===== src/rtl/eth_pcs_64_66_encoder_pkg.sv =====
// Shared 10GBASE-R PCS constants, TX state/class types and the TX state transition rule.
package eth_pcs_params;

  localparam logic [1:0] SYNC_DATA = 2'b01;
  localparam logic [1:0] SYNC_CTRL = 2'b10;

  localparam logic [7:0] BLK_TYPE_C  = 8'h1E;
  localparam logic [7:0] BLK_TYPE_S0 = 8'h78;
  localparam logic [7:0] BLK_TYPE_S4 = 8'h33;
  localparam logic [7:0] BLK_TYPE_T0 = 8'h87;
  localparam logic [7:0] BLK_TYPE_T1 = 8'h99;
  localparam logic [7:0] BLK_TYPE_T2 = 8'hAA;
  localparam logic [7:0] BLK_TYPE_T3 = 8'hB4;
  localparam logic [7:0] BLK_TYPE_T4 = 8'hCC;
  localparam logic [7:0] BLK_TYPE_T5 = 8'hD2;
  localparam logic [7:0] BLK_TYPE_T6 = 8'hE1;
  localparam logic [7:0] BLK_TYPE_T7 = 8'hFF;
  localparam logic [7:0] OS_TYPE     = 8'h4B;

  localparam logic [7:0] SYM_IDLE  = 8'h07;
  localparam logic [7:0] SYM_START = 8'hFB;
  localparam logic [7:0] SYM_TERM  = 8'hFD;
  localparam logic [7:0] SYM_ERR   = 8'hFE;

  localparam logic [6:0] CODE_IDLE = 7'h00;
  localparam logic [6:0] CODE_ERR  = 7'h1E;

  localparam logic [63:0] ERR_PAYLOAD = {{8{CODE_ERR}}, BLK_TYPE_C};

  typedef enum logic [2:0] {TX_INIT, TX_C, TX_D, TX_T, TX_E} tx_state_t;
  typedef enum logic [2:0] {BLK_C, BLK_S, BLK_D, BLK_T, BLK_E} blk_class_t;

  function automatic logic [7:0] term_type(input int unsigned k);
    logic [7:0] t;
    case (k)
      0:       t = BLK_TYPE_T0;
      1:       t = BLK_TYPE_T1;
      2:       t = BLK_TYPE_T2;
      3:       t = BLK_TYPE_T3;
      4:       t = BLK_TYPE_T4;
      5:       t = BLK_TYPE_T5;
      6:       t = BLK_TYPE_T6;
      default: t = BLK_TYPE_T7;
    endcase
    return t;
  endfunction

  function automatic tx_state_t tx_next(input tx_state_t s, input blk_class_t c);
    tx_state_t n;
    n = TX_E;
    case (s)
      TX_D: begin
        if (c == BLK_D)      n = TX_D;
        else if (c == BLK_T) n = TX_T;
      end
      TX_E: begin
        case (c)
          BLK_C:   n = TX_C;
          BLK_D:   n = TX_D;
          BLK_T:   n = TX_T;
          BLK_S:   n = TX_D;
          default: n = TX_E;
        endcase
      end
      default: begin
        if (c == BLK_C)      n = TX_C;
        else if (c == BLK_S) n = TX_D;
      end
    endcase
    return n;
  endfunction

endpackage


===== src/rtl/eth_pcs_64_66_blk_classify.sv =====
// Combinational 64b/66b block classification and payload construction for one 8-lane XGMII block.
module eth_pcs_64_66_blk_classify
  import eth_pcs_params::*;
(
  input  logic [7:0]  ctrl,
  input  logic [63:0] data,
  output blk_class_t  cls,
  output logic [63:0] payload
);

  logic [7:0]  is_idle;
  logic [7:0]  is_term;
  logic [7:0]  ctrl_mask;
  logic [7:0]  idle_mask;
  logic [55:0] keep;

  always_comb begin
    is_idle = '0;
    is_term = '0;
    for (int unsigned i = 0; i < 8; i++) begin
      is_idle[i] = (data[8*i +: 8] == SYM_IDLE);
      is_term[i] = (data[8*i +: 8] == SYM_TERM);
    end
  end

  always_comb begin
    cls       = BLK_E;
    payload   = '0;
    ctrl_mask = '0;
    idle_mask = '0;
    keep      = '0;
    if (ctrl == 8'h00) begin
      cls     = BLK_D;
      payload = data;
    end else if (ctrl == 8'hFF && is_idle == 8'hFF) begin
      cls     = BLK_C;
      payload = {56'h0, BLK_TYPE_C};
    end else if (ctrl == 8'h01 && data[7:0] == SYM_START) begin
      cls     = BLK_S;
      payload = {data[63:8], BLK_TYPE_S0};
    end else if (ctrl == 8'h1F && is_idle[3:0] == 4'hF && data[39:32] == SYM_START) begin
      cls     = BLK_S;
      payload = {data[63:40], 32'h0, BLK_TYPE_S4};
    end else begin
      // Tk: lanes below k are data, lane k is /T/, every lane above k is idle control
      for (int unsigned k = 0; k < 8; k++) begin
        ctrl_mask = 8'hFF << k;
        idle_mask = ctrl_mask << 1;
        if (ctrl == ctrl_mask && is_term[k] && (is_idle & idle_mask) == idle_mask) begin
          cls  = BLK_T;
          keep = '0;
          for (int unsigned j = 0; j < 7; j++) begin
            if (j < k) keep[8*j +: 8] = '1;
          end
          payload = {data[55:0] & keep, term_type(k)};
        end
      end
    end
  end

endmodule


===== src/rtl/eth_pcs_64_66_encoder.sv =====
// 10GBASE-R TX 64b/66b encoder: pairs 32-bit XGMII transfers, encodes, runs the TX state machine.
module eth_pcs_64_66_encoder
  import eth_pcs_params::*;
#(
  parameter int unsigned ENC_OUT_REG = 1
) (
  input  logic        i_clk,
  input  logic        i_reset_n,
  input  logic        i_clk_en,
  input  logic [3:0]  i_xgmii_ctrl,
  input  logic [31:0] i_xgmii_data,
  output logic        o_hdr_valid,
  output logic [1:0]  o_hdr,
  output logic [31:0] o_data,
  output logic        o_blk_err
);

  logic        in_cnt;
  logic [3:0]  lo_ctrl;
  logic [31:0] lo_data;
  tx_state_t   state;
  tx_state_t   state_nxt;
  blk_class_t  cls;
  logic [63:0] cls_payload;
  logic        enc_err;
  logic [1:0]  enc_hdr;
  logic [63:0] enc_payload;
  logic [31:0] hi_q;
  logic [1:0]  blk_hdr;

  eth_pcs_64_66_blk_classify u_classify (
    .ctrl    ({i_xgmii_ctrl, lo_ctrl}),
    .data    ({i_xgmii_data, lo_data}),
    .cls     (cls),
    .payload (cls_payload)
  );

  always_comb begin
    state_nxt   = tx_next(state, cls);
    enc_err     = (state_nxt == TX_E);
    enc_hdr     = (!enc_err && cls == BLK_D) ? SYNC_DATA : SYNC_CTRL;
    enc_payload = enc_err ? ERR_PAYLOAD : cls_payload;
  end

  always_ff @(posedge i_clk or negedge i_reset_n) begin
    if (!i_reset_n) begin
      in_cnt  <= 1'b0;
      lo_ctrl <= '0;
      lo_data <= '0;
      state   <= TX_INIT;
      hi_q    <= '0;
      blk_hdr <= SYNC_CTRL;
    end else if (i_clk_en) begin
      in_cnt <= ~in_cnt;
      if (!in_cnt) begin
        lo_ctrl <= i_xgmii_ctrl;
        lo_data <= i_xgmii_data;
      end else begin
        state   <= state_nxt;
        blk_hdr <= enc_hdr;
        hi_q    <= enc_payload[63:32];
      end
    end
  end

  if (ENC_OUT_REG != 0) begin : g_out_reg
    logic        out_cnt;
    logic [31:0] data_q;
    logic        err_q;

    // Low half is loaded straight from the encoder so it leaves one cycle after the block completes;
    // the high half follows from hi_q. Reset shows the low half of an idle C block.
    always_ff @(posedge i_clk or negedge i_reset_n) begin
      if (!i_reset_n) begin
        out_cnt <= 1'b0;
        data_q  <= {24'h0, BLK_TYPE_C};
        err_q   <= 1'b0;
      end else if (i_clk_en) begin
        out_cnt <= ~out_cnt;
        if (in_cnt) begin
          data_q <= enc_payload[31:0];
          err_q  <= enc_err;
        end else begin
          data_q <= hi_q;
          err_q  <= 1'b0;
        end
      end
    end

    assign o_hdr_valid = ~out_cnt;
    assign o_hdr       = blk_hdr;
    assign o_data      = data_q;
    assign o_blk_err   = err_q & i_clk_en;
  end else begin : g_out_comb
    assign o_hdr_valid = in_cnt;
    assign o_hdr       = in_cnt ? enc_hdr : blk_hdr;
    assign o_data      = in_cnt ? enc_payload[31:0] : hi_q;
    assign o_blk_err   = in_cnt & enc_err & i_clk_en;
  end

endmodule


===== config.mk =====
export PLATFORM = sky130hd
export DESIGN_NAME = eth_pcs_64_66_encoder
export DESIGN_NICKNAME = d
export VERILOG_FILES = /design/src/rtl/eth_pcs_64_66_encoder_pkg.sv /design/src/rtl/eth_pcs_64_66_blk_classify.sv /design/src/rtl/eth_pcs_64_66_encoder.sv
export SDC_FILE = /design/constraint.sdc
export NUM_CORES = 1
export LEC_CHECK = 0
export ABC_AREA = 1
export BUFFER_PORTS_ARGS = -buffer_cell sky130_fd_sc_hd__buf_2
export CORE_MARGIN = 5
export CORE_UTILIZATION = 40
export DETAILED_ROUTE_END_ITERATION = 10
export GPL_TIMING_DRIVEN = 1
export PLACE_DENSITY = 0.61
export REMOVE_ABC_BUFFERS = 1
export SYNTH_ARGS = -nofsm -noshare
export SYNTH_HDL_FRONTEND = slang
export SYNTH_SLANG_ARGS = --single-unit
export TNS_END_PERCENT = 20

===== constraint.sdc =====
create_clock -name i_clk -period 1.8 [get_ports i_clk]
set_input_delay 0.36 -clock i_clk [delete_from_list [all_inputs] [get_ports i_clk]]
set_output_delay 0.36 -clock i_clk [all_outputs]
set_load 0.02 [all_outputs]

==> results.json, run 1 <==
{
  "cts_buffers": 9,
  "cts_buffer_depth": 2,
  "grt_overflow": 0,
  "cts_tree": "done",
  "drive_gt1_share_pct": 33.8,
  "ios": 75,
  "syn2layout_area_growth_pct": 41.1,
  "multiInputGateArea_sq_um": 3700,
  "crit_path_end": "o_data[21]",
  "ff_latch_area_sq_um": 2710,
  "hold_viol_final": 0,
  "gp_congestion": 0.934,
  "setup_slack_ps": -366,
  "setup_viol": 70,
  "worstPathRequired_ps": 2050,
  "worstMarginPinSlew_ps": 442,
  "cp-end-kind": "flop",
  "initial_core_util_pct": 40.7,
  "ys_types": 40,
  "cp_slowest_cell": "dfrtp_1",
  "yosysSeqAreaShare_pct": 38.6,
  "startpoint": "lo_ctrl[3]",
  "insertion_delay_ps": 360,
  "rsz0062_at_grt": "yes",
  "total_power_mw": 8.93,
  "synth_edf_count": 0,
  "path_common_cell": "nor2_4",
  "ant_nets": 0,
  "via_per_inst": 5.11,
  "relSlewSlack_pct": 70.5,
  "rrSetupSlack_ps": -370,
  "reg2regPathDepth": 13,
  "hold_start": "i_clk_en",
  "row_count": 48,
  "grt_pass1_vias": 7665,
  "nNetsFinal": 1333,
  "cts_num_sinks": 108,
  "drc_errors": 0,
  "grt_antenna_before_repair": 0,
  "power_density_nw_per_um2": 903,
  "dieArea_sq_um": 20300,
  "crit_path_cell_trace": "nor2_4, buf_4, and3_1, nand4_2, nand2_4, nor2_4, nand4_4, nor2_4, buf_12, nor2_8, buf_12, nand2_1, nand2_1",
  "clk_pin_slew_ps": 70,
  "dpl.hpwl_mm": 20.4,
  "max_cap_violations": 0,
  "synth_seq_cells": 108,
  "synth-main-ff-cell": "dfrtp_1",
  "criticalPathCategory": "reg2reg",
  "avgSynthCellArea_sq_um": 6.82,
  "drtIter0Drc": 758,
  "io_buffers": 74,
  "outcome": "complete, but fails checks",
  "synth_warnings": 0,
  "n_antenna_cell": 0,
  "async_flop_share_pct": 100,
  "r2r_end": "o_data[21]",
  "htree_levels": 3,
  "hp-class": "in2reg",
  "ir_worst_vdd_mv": 0.583,
  "critPathMaxStageDelay_ps": 430,
  "grt_start_max_net_pins": 69,
  "worstPathArrival_ps": 2420,
  "post_drt_wl_per_cell_um": 17.5,
  "finalMaxSlewViolations": 0,
  "nFillCells": 1642,
  "die_h_um": 142,
  "wirelength_mm": 26.7,
  "r2r_start": "lo_ctrl[3]",
  "firstDrtPassIters": 5,
  "postSynthCellCount": 1028,
  "finalClockSkew_ps": 8.33,
  "coreArea_sq_um": 17200,
  "cts_root_buf": "clkbuf_16",
  "leakagePower_nw": 5.12,
  "syn_area_sq_um": 7010,
  "violations": "negative setup slack",
  "post-route-period-util_pct": 120,
  "critPathLaunchType": "flop",
  "cp_max_fo": 19,
  "max_freq_mhz": 462,
  "dr_total_vias": 7795,
  "grt_pass1_wl_mm": 41.8,
  "min_period_ps": 2170,
  "die_w_um": 142,
  "fin_setup_tns_ps": -23050,
  "grt_usage_pct": 26.6
}
==> power breakdown <==
| part | leakage [nW] | total (mW) | internal [mW] | switching [mW] |
|---|---|---|---|---|
| clock | 0.138 | 2.08 | 1.12 | 0.957 |
| combinational | 3.67 | 3.51 | 1.47 | 2.03 |
| sequential | 1.31 | 3.35 | 3.01 | 0.335 |
==> area by class of cell <==
class / instances / share of cell area [%]
clock buffers: 11 / 2.45
clock inverters: 5 / 0.620
inverters: 155 / 5.97
multi-input cells: 726 / 37.4
flip-flops and latches: 108 / 27.4
well taps: 225 / 2.85
repair buffers: 294 / 23.3
==> critical path, delay by kind of cell (launching register included) <==
kind / cells / cell delay (ps)
buffers and inverters: 3 / 420
flip-flops: 1 / 430
AND/OR/NAND/NOR: 10 / 1180
==> Yosys cell counts (11+ instances only) <==
library cell    n  area share, %
nor2_1        105            5.6
inv_1         145            7.8
o221ai_1       13            1.6
dfrtp_1       103             37
a21oi_1        59            4.2
o22ai_1        11           0.98
nor2_2         14            1.2
nand2_2        39            3.5
clkbuf_1       25            1.3
nand2_1       280             15
nand4_1        17            1.5
o21ai_0        87            6.2
nand3_1        47            3.4
==> cells by family (layout without fill, tap and decap cells) <==
logic type | count (synthesis) | in the layout | synth area share (%)
muxes | 2 | 2 | 0.321
DFF | 108 | 108 | 38.6
AOI/OAI and AO/OA | 186 | 186 | 14.9
and+or+nand+nor | 537 | 537 | 34.8
buffers and inverters | 194 | 465 | 11.2
xor gates and xnor gates | 1 | 1 | 0.125
==> worst min-delay path by stage <==
| stage | slack, ps | to | depth (start not counted) |
|---|---|---|---|
| floorplan | 60 | g_out_reg.err_q | 0 |
| global placement | 340 | o_data[11] | 1 |
| detailed placement | 340 | hi_q[11] | 1 |
| CTS | 290 | g_out_reg.out_cnt | 3 |
| global route | 310 | g_out_reg.out_cnt | 3 |
| finish | 290 | g_out_reg.out_cnt | 3 |
==> what timing repair did <==
item | in CTS | in global routing
buffers inserted | 12 | 7
pin swaps | 12 | 11
gates resized for setup | 28 | 45
gates cloned | 1 | 3
endpoints found under the setup margin | 70 | 70
hold buffers | 1 | 0
endpoints found under the hold margin | 24 | 0
==> metrics by stage <==
stage | area (sq um) | worst slack (ps) | instances | hold slack (ps) | util, %
CTS | 9640 | -401 | 1514 | 289 | 55.9
global placement | 9090 | -602 | 1485 | 335 | 52.8
global route | 9890 | -464 | 1524 | 306 | 57.4
floorplan | 6810 | -590 | 989 | 64.4 | -
detailed placement | 9090 | -617 | 1485 | 335 | 52.8
finish | 9890 | -366 | 1524 | 294 | 57.4
==> state kept, by name, summed over array words and instances, names as in the netlist <==
signal	count
g_out_reg.err_q	1
hi_q	32
o_hdr	2
in_cnt	1
lo_data	32
g_out_reg.out_cnt	1
lo_ctrl	4
o_data	32
state	3
==> layer usage <==
layer  part of all wire, %  GRT usage (%)  routed length [um]
met5                     0              0                   0
met3                   6.2           4.50                1660
met2                    47           43.1               12700
met1                    43           35.6               11500
met4                   3.2           10.7                 846
==> cells in the final DEF, fill, tap and decap left out, types with 3 or more instances in the layout <==
cell and n:
nor3_1 6, nor2_1 92, nand3_1 39, o21ai_1 7, buf_2 73, o22ai_1 11, nand2_1 270, a21oi_1 55
nor2_2 17, dfrtp_1 101, buf_4 197, a21oi_2 4, nand2_2 48, nand3b_1 5, dfstp_2 5, o21ai_0 81
nor2_4 17, buf_8 3, inv_2 9, nand3_2 10, nand2_4 3, buf_12 15, o221ai_1 13, inv_1 142
clkinvlp_4 4, o211ai_1 8, clkbuf_16 11, nand4_1 17
Power figures use the tool's default switching activity.
==> inputs of run 2 (changes only) <==
- BUFFER_PORTS_ARGS: -buffer_cell sky130_fd_sc_hd__buf_2 -> default
- DONT_BUFFER_PORTS: default -> 1
- PLACE_DENSITY: 0.61 -> 0.57
==> results.json, run 2 (same netlist as run 1, synthesis figures left out) <==
{
  "outcome": "complete, but fails checks",
  "violations": "negative hold slack, negative setup slack",
  "swShare_pct": 37.6,
  "grt_start_max_net_pins": 109,
  "grt_pass1_wl_mm": 40.9,
  "setup_viol": 70,
  "firstDrtPassIters": 6,
  "post_drt_wl_per_cell_um": 19.0,
  "htree_levels": 3,
  "path_common_cell": "nand2_2",
  "ant_nets": 0,
  "cts_buffers": 9,
  "dieArea_sq_um": 20300,
  "hold_viol_final": 108,
  "coreArea_sq_um": 17200,
  "cp_slowest_cell": "dfrtp_1",
  "worstPathArrival_ps": 2520,
  "rsz0062_at_grt": "yes",
  "cts_tree": "done",
  "cts_num_sinks": 108,
  "layout_common_cells": "nand2_1 (269), buf_4 (163), inv_1 (141)",
  "dpl.hpwl_mm": 19.9,
  "intPower_mw": 5.19,
  "initial_core_util_pct": 40.7,
  "max_freq_mhz": 441,
  "finalClockSkew_ps": 11.4,
  "dr_total_vias": 7394,
  "hp-class": "in2async",
  "syn2layout_area_growth_pct": 32.6,
  "ff_latch_area_sq_um": 2710,
  "clk_pin_slew_ps": 70,
  "timing.hold.ws_ps": -315,
  "stdcell_count": 1417,
  "max_cap_violations": 0,
  "multiInputGateArea_sq_um": 3750,
  "gp_congestion": 0.956,
  "min_period_ps": 2270,
  "die_w_um": 142,
  "cts_buffer_depth": 2,
  "insertion_delay_ps": 360,
  "ir_worst_vdd_mv": 0.498,
  "p_seq_share_pct": 43.2,
  "cts_root_buf": "clkbuf_16",
  "pwr-share-clk_pct": 22.7,
  "critPathLaunchType": "flop",
  "die_h_um": 142,
  "post-route-period-util_pct": 126,
  "place_inst": 1372,
  "power_density_nw_per_um2": 895,
  "fin_util_pct": 53.9,
  "nNetsFinal": 1228,
  "via_per_inst": 5.22,
  "finalMaxSlewViolations": 0,
  "critPathMaxStageDelay_ps": 380,
  "crit_path_cell_trace": "nor2_1, nand2_1, nor2_2, buf_4, nand2_2, nor2_1, nand3_1, nand2_2, inv_4, nand4_4, nand2_4, o21ai_4, buf_12, buf_12, nand2_2",
  "ios": 75,
  "criticalPathCategory": "reg2reg",
  "cp_max_fo": 6,
  "io_buffers": 0,
  "drive_gt1_share_pct": 28.4,
  "grt_pass1_vias": 7131,
  "worstPathRequired_ps": 2050,
  "final_common_cell": "nand2_1",
  "setup_slack_ps": -469,
  "post-place-ws_ps": -562,
  "wirelength_mm": 26.9,
  "drtIter0Drc": 605,
  "grt_overflow": 0,
  "drc_errors": 0,
  "grt_usage_pct": 26.5,
  "cp-end-kind": "flop",
  "grt_antenna_before_repair": 0,
  "n_antenna_cell": 0,
  "nFillCells": 1684,
  "p_sw_mw": 3.13,
  "leakagePower_nw": 4.67,
  "relSlewSlack_pct": 61.1,
  "row_count": 48,
  "worstMarginPinSlew_ps": 583,
  "combPwrFrac_pct": 34.0
}
run 2: power by group through the flow:
| stage | Combinational (mW) | Clock, mW | Sequential, mW |
|---|---|---|---|
| after floorplan | 1.37 | 0 | 3.62 |
| after global placement | 2.51 | 0 | 3.63 |
| after detailed placement | 2.53 | 0 | 3.64 |
| after CTS | 2.66 | 1.92 | 3.60 |
| after global routing | 3.09 | 2.01 | 3.67 |
| final | 2.83 | 1.89 | 3.60 |
run 2: per-layer routing:
metal  routed length, um  vias up  GRT usage, %
met1               11300     3494          35.1
met2               12800      261          43.1
met5                   0        -             0
met4                 774        0          9.55
met3                1990       48          5.21
li1                    -     3591             -
run 2: worst paths after layout:
check	startpoint	endpoint	slack, ps	cells after the start
min in group i_clk	i_clk_en	g_out_reg.out_cnt	70	1
min reg2reg	g_out_reg.out_cnt	g_out_reg.out_cnt	460	1
min	i_reset_n	o_data[11]	-320	0
max in group asynchronous	i_reset_n	o_hdr[1]	1890	0
max reg2reg	lo_data[29]	hi_q[8]	-470	15
max	lo_data[29]	hi_q[8]	-470	15
run 2: through the flow:
| step | power [mW] | setup TNS, ps | instance area, sq um |
|---|---|---|---|
| 3_5_place_dp | 6.17 | -32180 | 8440 |
| 6_report | 8.32 | -29210 | 9300 |
| 5_1_grt | 8.78 | -35170 | 9300 |
| 2_1_floorplan | 4.99 | -44330 | 6810 |
| 4_1_cts | 8.18 | -26590 | 8980 |
| 3_3_place_gp | 6.14 | -30120 | 8440 |
run 2: repair_timing:
item | CTS | global route
gates cloned | 1 | 3
endpoints found under the hold margin | 108 | 108
gates resized for setup | 30 | 61
endpoints found under the setup margin | 70 | 70
pin swaps | 21 | 30
setup buffers | 18 | 13
run 2: worst max-delay path: cells and delay by family (launching register included):
family | cells | cell delay, ps
flip-flops | 1 | 380
AND/OR/NAND/NOR | 10 | 1050
AO/OA/AOI/OAI | 1 | 170
buffers and inverters | 4 | 530
run 2: final cells by class:
type	count	share of cell area, %
Multi-Input combinational cell	726	40.3
Sequential cell	108	29.1
Timing Repair Buffer	189	18.4
Inverter	155	6.32
Tap cell	225	3.03
Clock buffer	12	2.65
Clock inverter	2	0.135
